### src/rtl/rv_mc_pkg.sv
// Shared encodings for the RV32I multicycle control unit: FSM states, opcodes
// and the datapath mux/ALU select codes.
package rv_mc_pkg;

  typedef enum logic [3:0] {
    S_FETCH    = 4'd0,
    S_DECODE   = 4'd1,
    S_MEMADR   = 4'd2,
    S_MEMREAD  = 4'd3,
    S_MEMWB    = 4'd4,
    S_MEMWRITE = 4'd5,
    S_EXECR    = 4'd6,
    S_ALUWB    = 4'd7,
    S_EXECI    = 4'd8,
    S_JAL      = 4'd9,
    S_BRANCH   = 4'd10
  } state_e;

  localparam logic [6:0] OP_LW  = 7'b0000011;
  localparam logic [6:0] OP_SW  = 7'b0100011;
  localparam logic [6:0] OP_R   = 7'b0110011;
  localparam logic [6:0] OP_I   = 7'b0010011;
  localparam logic [6:0] OP_JAL = 7'b1101111;
  localparam logic [6:0] OP_BR  = 7'b1100011;
  localparam logic [6:0] OP_LUI = 7'b0110111;

  localparam logic [1:0] ALUOP_ADD   = 2'b00;
  localparam logic [1:0] ALUOP_SUB   = 2'b01;
  localparam logic [1:0] ALUOP_FUNCT = 2'b10;

  localparam logic [2:0] ALU_ADD = 3'b000;
  localparam logic [2:0] ALU_SUB = 3'b001;
  localparam logic [2:0] ALU_AND = 3'b010;
  localparam logic [2:0] ALU_OR  = 3'b011;
  localparam logic [2:0] ALU_XOR = 3'b100;
  localparam logic [2:0] ALU_SLT = 3'b101;

  localparam logic [2:0] IMM_I = 3'b000;
  localparam logic [2:0] IMM_S = 3'b001;
  localparam logic [2:0] IMM_B = 3'b010;
  localparam logic [2:0] IMM_J = 3'b011;
  localparam logic [2:0] IMM_U = 3'b100;

  localparam logic [1:0] RES_ALUOUT    = 2'b00;
  localparam logic [1:0] RES_DATA      = 2'b01;
  localparam logic [1:0] RES_ALURESULT = 2'b10;

  localparam logic [1:0] SRCA_PC    = 2'b00;
  localparam logic [1:0] SRCA_OLDPC = 2'b01;
  localparam logic [1:0] SRCA_A     = 2'b10;

  localparam logic [1:0] SRCB_WD    = 2'b00;
  localparam logic [1:0] SRCB_IMM   = 2'b01;
  localparam logic [1:0] SRCB_FOUR  = 2'b10;

endpackage

### src/rtl/rv_alu_decoder.sv
// ALU decoder: maps the FSM's ALUOp plus instruction function fields onto
// the ALU operation select.
module rv_alu_decoder
  import rv_mc_pkg::*;
(
  input  logic [1:0] alu_op_i,
  input  logic [2:0] funct3_i,
  input  logic       op5_i,
  input  logic       funct7b5_i,
  output logic [2:0] alu_control_o
);

  always_comb begin
    alu_control_o = ALU_ADD;
    case (alu_op_i)
      ALUOP_ADD: alu_control_o = ALU_ADD;
      ALUOP_SUB: alu_control_o = ALU_SUB;
      ALUOP_FUNCT: begin
        case (funct3_i)
          // funct7b5 only selects sub for R-type; for addi it is immediate data
          3'b000:  alu_control_o = (op5_i && funct7b5_i) ? ALU_SUB : ALU_ADD;
          3'b010:  alu_control_o = ALU_SLT;
          3'b100:  alu_control_o = ALU_XOR;
          3'b110:  alu_control_o = ALU_OR;
          3'b111:  alu_control_o = ALU_AND;
          default: alu_control_o = ALU_ADD;
        endcase
      end
      default: alu_control_o = ALU_ADD;
    endcase
  end

endmodule

### src/rtl/rv_multicycle_ctrl.sv
// Main control unit of the RV32I multicycle datapath: sequencing FSM, Moore
// output decode, branch resolution, ImmSrc decode and the ALU decoder.
module rv_multicycle_ctrl
  import rv_mc_pkg::*;
#(
  parameter bit SUPPORT_BNE = 1'b1
) (
  input  logic       clk,
  input  logic       reset,
  input  logic [6:0] op,
  input  logic [2:0] funct3,
  input  logic       funct7b5,
  input  logic       Zero,
  output logic       PCWrite,
  output logic       AdrSrc,
  output logic       MemWrite,
  output logic       IRWrite,
  output logic       RegWrite,
  output logic [1:0] ResultSrc,
  output logic [1:0] ALUSrcA,
  output logic [1:0] ALUSrcB,
  output logic [2:0] ImmSrc,
  output logic [2:0] ALUControl,
  output logic [3:0] state_o,
  output logic       instr_done
);

  state_e     state_q, state_d;
  logic       pc_update, branch, taken;
  logic       ir_write, reg_write, mem_write;
  logic [1:0] alu_op;

  always_ff @(posedge clk or posedge reset) begin
    if (reset) state_q <= S_FETCH;
    else       state_q <= state_d;
  end

  always_comb begin
    state_d    = S_FETCH;
    pc_update  = 1'b0;
    branch     = 1'b0;
    ir_write   = 1'b0;
    reg_write  = 1'b0;
    mem_write  = 1'b0;
    AdrSrc     = 1'b0;
    ResultSrc  = RES_ALUOUT;
    ALUSrcA    = SRCA_PC;
    ALUSrcB    = SRCB_WD;
    alu_op     = ALUOP_ADD;
    instr_done = 1'b0;
    case (state_q)
      S_FETCH: begin
        state_d   = S_DECODE;
        ir_write  = 1'b1;
        ALUSrcB   = SRCB_FOUR;
        ResultSrc = RES_ALURESULT;
        pc_update = 1'b1;
      end
      S_DECODE: begin
        // Branch target is precomputed here into ALUOut.
        ALUSrcA = SRCA_OLDPC;
        ALUSrcB = SRCB_IMM;
        case (op)
          OP_LW, OP_SW: state_d = S_MEMADR;
          OP_R:         state_d = S_EXECR;
          OP_I:         state_d = S_EXECI;
          OP_JAL:       state_d = S_JAL;
          OP_BR:        state_d = S_BRANCH;
          default: begin
            state_d    = S_FETCH;
            instr_done = 1'b1;
          end
        endcase
      end
      S_MEMADR: begin
        state_d = (op == OP_LW) ? S_MEMREAD : S_MEMWRITE;
        ALUSrcA = SRCA_A;
        ALUSrcB = SRCB_IMM;
      end
      S_MEMREAD: begin
        state_d = S_MEMWB;
        AdrSrc  = 1'b1;
      end
      S_MEMWB: begin
        ResultSrc  = RES_DATA;
        reg_write  = 1'b1;
        instr_done = 1'b1;
      end
      S_MEMWRITE: begin
        AdrSrc     = 1'b1;
        mem_write  = 1'b1;
        instr_done = 1'b1;
      end
      S_EXECR: begin
        state_d = S_ALUWB;
        ALUSrcA = SRCA_A;
        ALUSrcB = SRCB_WD;
        alu_op  = ALUOP_FUNCT;
      end
      S_EXECI: begin
        state_d = S_ALUWB;
        ALUSrcA = SRCA_A;
        ALUSrcB = SRCB_IMM;
        alu_op  = ALUOP_FUNCT;
      end
      S_ALUWB: begin
        reg_write  = 1'b1;
        instr_done = 1'b1;
      end
      S_JAL: begin
        state_d   = S_ALUWB;
        ALUSrcA   = SRCA_OLDPC;
        ALUSrcB   = SRCB_FOUR;
        pc_update = 1'b1;
      end
      S_BRANCH: begin
        ALUSrcA    = SRCA_A;
        ALUSrcB    = SRCB_WD;
        alu_op     = ALUOP_SUB;
        branch     = 1'b1;
        instr_done = 1'b1;
      end
      default: state_d = S_FETCH;
    endcase
  end

  always_comb begin
    case (funct3)
      3'b000:  taken = Zero;
      3'b001:  taken = SUPPORT_BNE ? ~Zero : 1'b0;
      default: taken = 1'b0;
    endcase
  end

  always_comb begin
    case (op)
      OP_LW, OP_I: ImmSrc = IMM_I;
      OP_SW:       ImmSrc = IMM_S;
      OP_BR:       ImmSrc = IMM_B;
      OP_JAL:      ImmSrc = IMM_J;
      OP_LUI:      ImmSrc = IMM_U;
      default:     ImmSrc = IMM_I;
    endcase
  end

  // Write enables are gated by reset itself so an aborted instruction can
  // never commit anything while reset is held.
  assign PCWrite  = ~reset & (pc_update | (branch & taken));
  assign IRWrite  = ~reset & ir_write;
  assign RegWrite = ~reset & reg_write;
  assign MemWrite = ~reset & mem_write;
  assign state_o  = state_q;

  rv_alu_decoder u_alu_decoder (
    .alu_op_i      (alu_op),
    .funct3_i      (funct3),
    .op5_i         (op[5]),
    .funct7b5_i    (funct7b5),
    .alu_control_o (ALUControl)
  );

endmodule
### config.mk
export PLATFORM = sky130hd
export DESIGN_NAME = rv_multicycle_ctrl
export DESIGN_NICKNAME = d
export VERILOG_FILES = /design/src/rtl/rv_mc_pkg.sv /design/src/rtl/rv_alu_decoder.sv /design/src/rtl/rv_multicycle_ctrl.sv
export SDC_FILE = /design/constraint.sdc
export NUM_CORES = 1
export LEC_CHECK = 0
export ABC_AREA = 1
export CAP_MARGIN = 20
export CORE_MARGIN = 1.5
export CORE_UTILIZATION = 28
export DETAILED_ROUTE_END_ITERATION = 10
export GPL_TIMING_DRIVEN = 1
export SLEW_MARGIN = 20
export SYNTH_ARGS = -nofsm -noshare
export SYNTH_HDL_FRONTEND = slang
export SYNTH_SLANG_ARGS = --single-unit
### constraint.sdc
create_clock -name clk -period 4.8 [get_ports clk]
set_input_delay 0.96 -clock clk [delete_from_list [all_inputs] [get_ports clk]]
set_output_delay 0.96 -clock clk [all_outputs]
set_load 0.01 [all_outputs]
==> summary.md <==
| Metric | Value |
|---|---|
| Outcome | `finished, final reports clean` |
| Share of the synthesized area in the top cell type | `17.6%` |
| Layout overhead on the synthesized area | `65.8%` |
| Core area | `2020 µm²` |
| Switch share | `41.9%` |
| Fin. Hold Viols | `0` |
| Syn_nets | `133` |
| Max Slew Vio Count | `0` |
| Vias/cell | `4.42` |
| Hold Path Class | `flop to flop` |
| Cts bufs inserted | `3` |
| Buffers on Ports | `35` |
| Top post-synthesis cells by count | `29 x nand2_1, 26 x nor2_1, 22 x inv_1, 8 x nand3_1, 5 x nand2_2` |
| CP top delay family | `buffers and inverters` |
| CP max FO | `6` |
| Most common cell on crit path | `nand2_1` |
| Critical Path End Type | `primary output` |
| CTS tree | `yes` |
| Total number of vias | `804` |
| Final core occ | `50.7%` |
| Register bit total from synthesis | `4` |
| P_sw | `124 µW` |
| Worst-Skew Late Latency | `230 ps` |
| Die H | `50.0 µm` |
| DP Worst Slack | `1350 ps` |
| Most instantiated library cell after synthesis | `nand2_1` |
| Slew HR | `83.4%` |
| Die span in x | `50.0 µm` |
| Final ANT Viol Nets | `0` |
| Yosys cell types | `18` |
| Seq pwr share | `17.8%` |
| Setup WS post-layout | `1340 ps` |
| Die area | `2500 µm²` |
| Max-cap violations | `0` |
| CTS Hold Bufs | `0` |
| Int Pwr | `172 µW` |
| Clock Path Buffers | `2` |
| H-tree levels | `1` |
| EDFF count, synth | `0` |
| Clk root buf | `clkbuf_4` |
| Cell Pwr Density | `288 nW/µm²` |
| Final min period | `3460 ps` |
| DP HPWL | `1.45 mm` |
| Starting DRT DRC Count | `13` |
| Maximum operating frequency | `289 MHz` |
| Post-synthesis sequential area ratio | `16.2%` |
| Number of I/O pins | `36` |
| Worst path buffer plus inverter count | `2` |
| Most used DFF post-synth | `dfrtp_1` |
| Least-Margin Pin Slew | `249 ps` |
| Drt first pass iters | `4` |
| Synth Area per Inst | `5.28 µm²` |
| Clock Power Share | `13.1%` |
| Final layout net count | `173` |
| CP peak stage delay | `560 ps` |
| Residual DRC | `0` |
| RSZ-0062 raised after global routing | `false` |
| Antenna violations before repair | `0` |
| Core Rows | `16` |
| Layout cell share with drive strength beyond 1 | `11.0%` |
| Mapped Area | `618 µm²` |
| Top post-synthesis cells by area | `nand2_1 18%, dfrtp_1 16%, nor2_1 16%` |
| Gr usage total | `14.3%` |
| CP required | `3840 ps` |
| Combinational share of power | `69.0%` |
| Final Cycle Share | `72.1%` |
| Critical path class | `input port to primary output` |
| Total grt overflow | `0` |
| Number of flip-flops in the largest register | `4` |
| Routability-driven placement congestion ratio | `0.826` |
| Post-CTS Setup Bufs | `0` |
| Worst Skew | `3.08 ps` |
| Async SR Flop Fraction | `100%` |
| Cell taking the most area after synthesis | `nand2_1` |
| Vias in the first global route | `729` |
| N_diodes | `0` |
| Syn. warnings | `0` |
| Leak | `0.513 nW` |
| DR WL/cell | `8.91 µm` |
| Peak supply drop | `0.141 mV` |
| Clk sinks | `4` |
| Global-route wire length before repair | `2.86 mm` |
| Worst path slowest cell | `clkdlybuf4s50_1` |
| Post-synthesis cell count | `117` |
| Crit path arrival time | `2500 ps` |
| Final setup viols | `0` |
| Setup TNS | `0 ps` |
| Cell-by-cell trace of the critical path | `clkdlybuf4s50_1, nand2_1, nor2_1, nand2_1, nand2_1, clkdlybuf4s50_1` |
| Clock transition at path regs | `40 ps` |
| Critical Path Source Type | `input port` |
| WL final | `1.62 mm` |
| Starting Density | `30.6%` |
| Post-CTS resize count | `0` |
| Pin count of the biggest net entering global routing | `7` |
==> layout by cell type, fill, tap and decap left out, drive strengths merged <==
| cell type | n |
|---|---|
| nor4 | 2 |
| clkdlybuf4s50 | 35 |
| nor3 | 3 |
| o21ai | 2 |
| nand3 | 8 |
| dfrtp | 4 |
| nand4 | 3 |
| o31ai | 1 |
| nand2 | 35 |
| ha | 2 |
| inv | 26 |
| clkbuf | 3 |
| nor2 | 29 |
| a21oi | 2 |
==> power groups by stage <==
stage                     clock network [mW]  logic, mW  registers (mW)
after global placement                     0      0.206          0.0533
after floorplan                            0     0.0975          0.0542
after CTS                             0.0400      0.207          0.0529
final                                 0.0388      0.204          0.0526
after detailed placement                   0      0.206          0.0533
after global routing                  0.0442      0.223          0.0545
==> final timing paths <==
kind / start / end / slack, ps / depth (start not counted)
max: op[5] / ImmSrc[1] / 1340 / 6
min: state_o[3] / state_o[3] / 740 / 5
max reg2reg: state_o[1] / state_o[2] / 3650 / 7
min reg2reg: state_o[3] / state_o[3] / 740 / 5
max in group asynchronous: reset / state_o[1] / 3600 / 2
min in group asynchronous: reset / state_o[3] / 1040 / 2
==> routing by layer <==
metal	track usage, %	vias to the layer above	wire length (µm)
met5	0	-	0
met4	4.17	0	14
met3	2.12	2	76
met1	16.4	334	773
li1	-	439	-
met2	26.8	29	757
==> per-stage QoR <==
| step | cells | power [mW] | hold WS, ps | instance area, µm² |
|---|---|---|---|---|
| after global routing | 182 | 0.322 | 788 | 1020 |
| final | 182 | 0.295 | 743 | 1020 |
| after global placement | 179 | 0.259 | 737 | 1000 |
| after floorplan | 117 | 0.152 | 726 | 618 |
| after CTS | 182 | 0.299 | 738 | 1020 |
| after detailed placement | 179 | 0.259 | 730 | 1000 |
==> logic make-up after synthesis <==
group / Yosys count / synth area share (%)
AO/OA/AOI/OAI: 5 / 5.06
adder cells (fa/ha/maj): 2 / 4.05
buffers and inverters: 26 / 15.8
flip-flops: 4 / 16.2
AND/OR/NAND/NOR: 80 / 58.9
==> cell type report <==
cell class	instances	area [µm²]
multi-input cells	87	420
flip-flops and latches	4	100
inverters	26	97.6
fillers	209	997
clock buffers	3	22.5
repair buffers	35	350
well taps	27	33.8
==> worst register-to-register path: stages (launching register included) <==
cell	delay, ps
dfrtp_1	430
inv_2	120
nand2_1	110
nor2_4	190
nand3_1	90
nand2_1	80
inv_1	40
nand2_1	40
(Power assumes the default switching activity.)
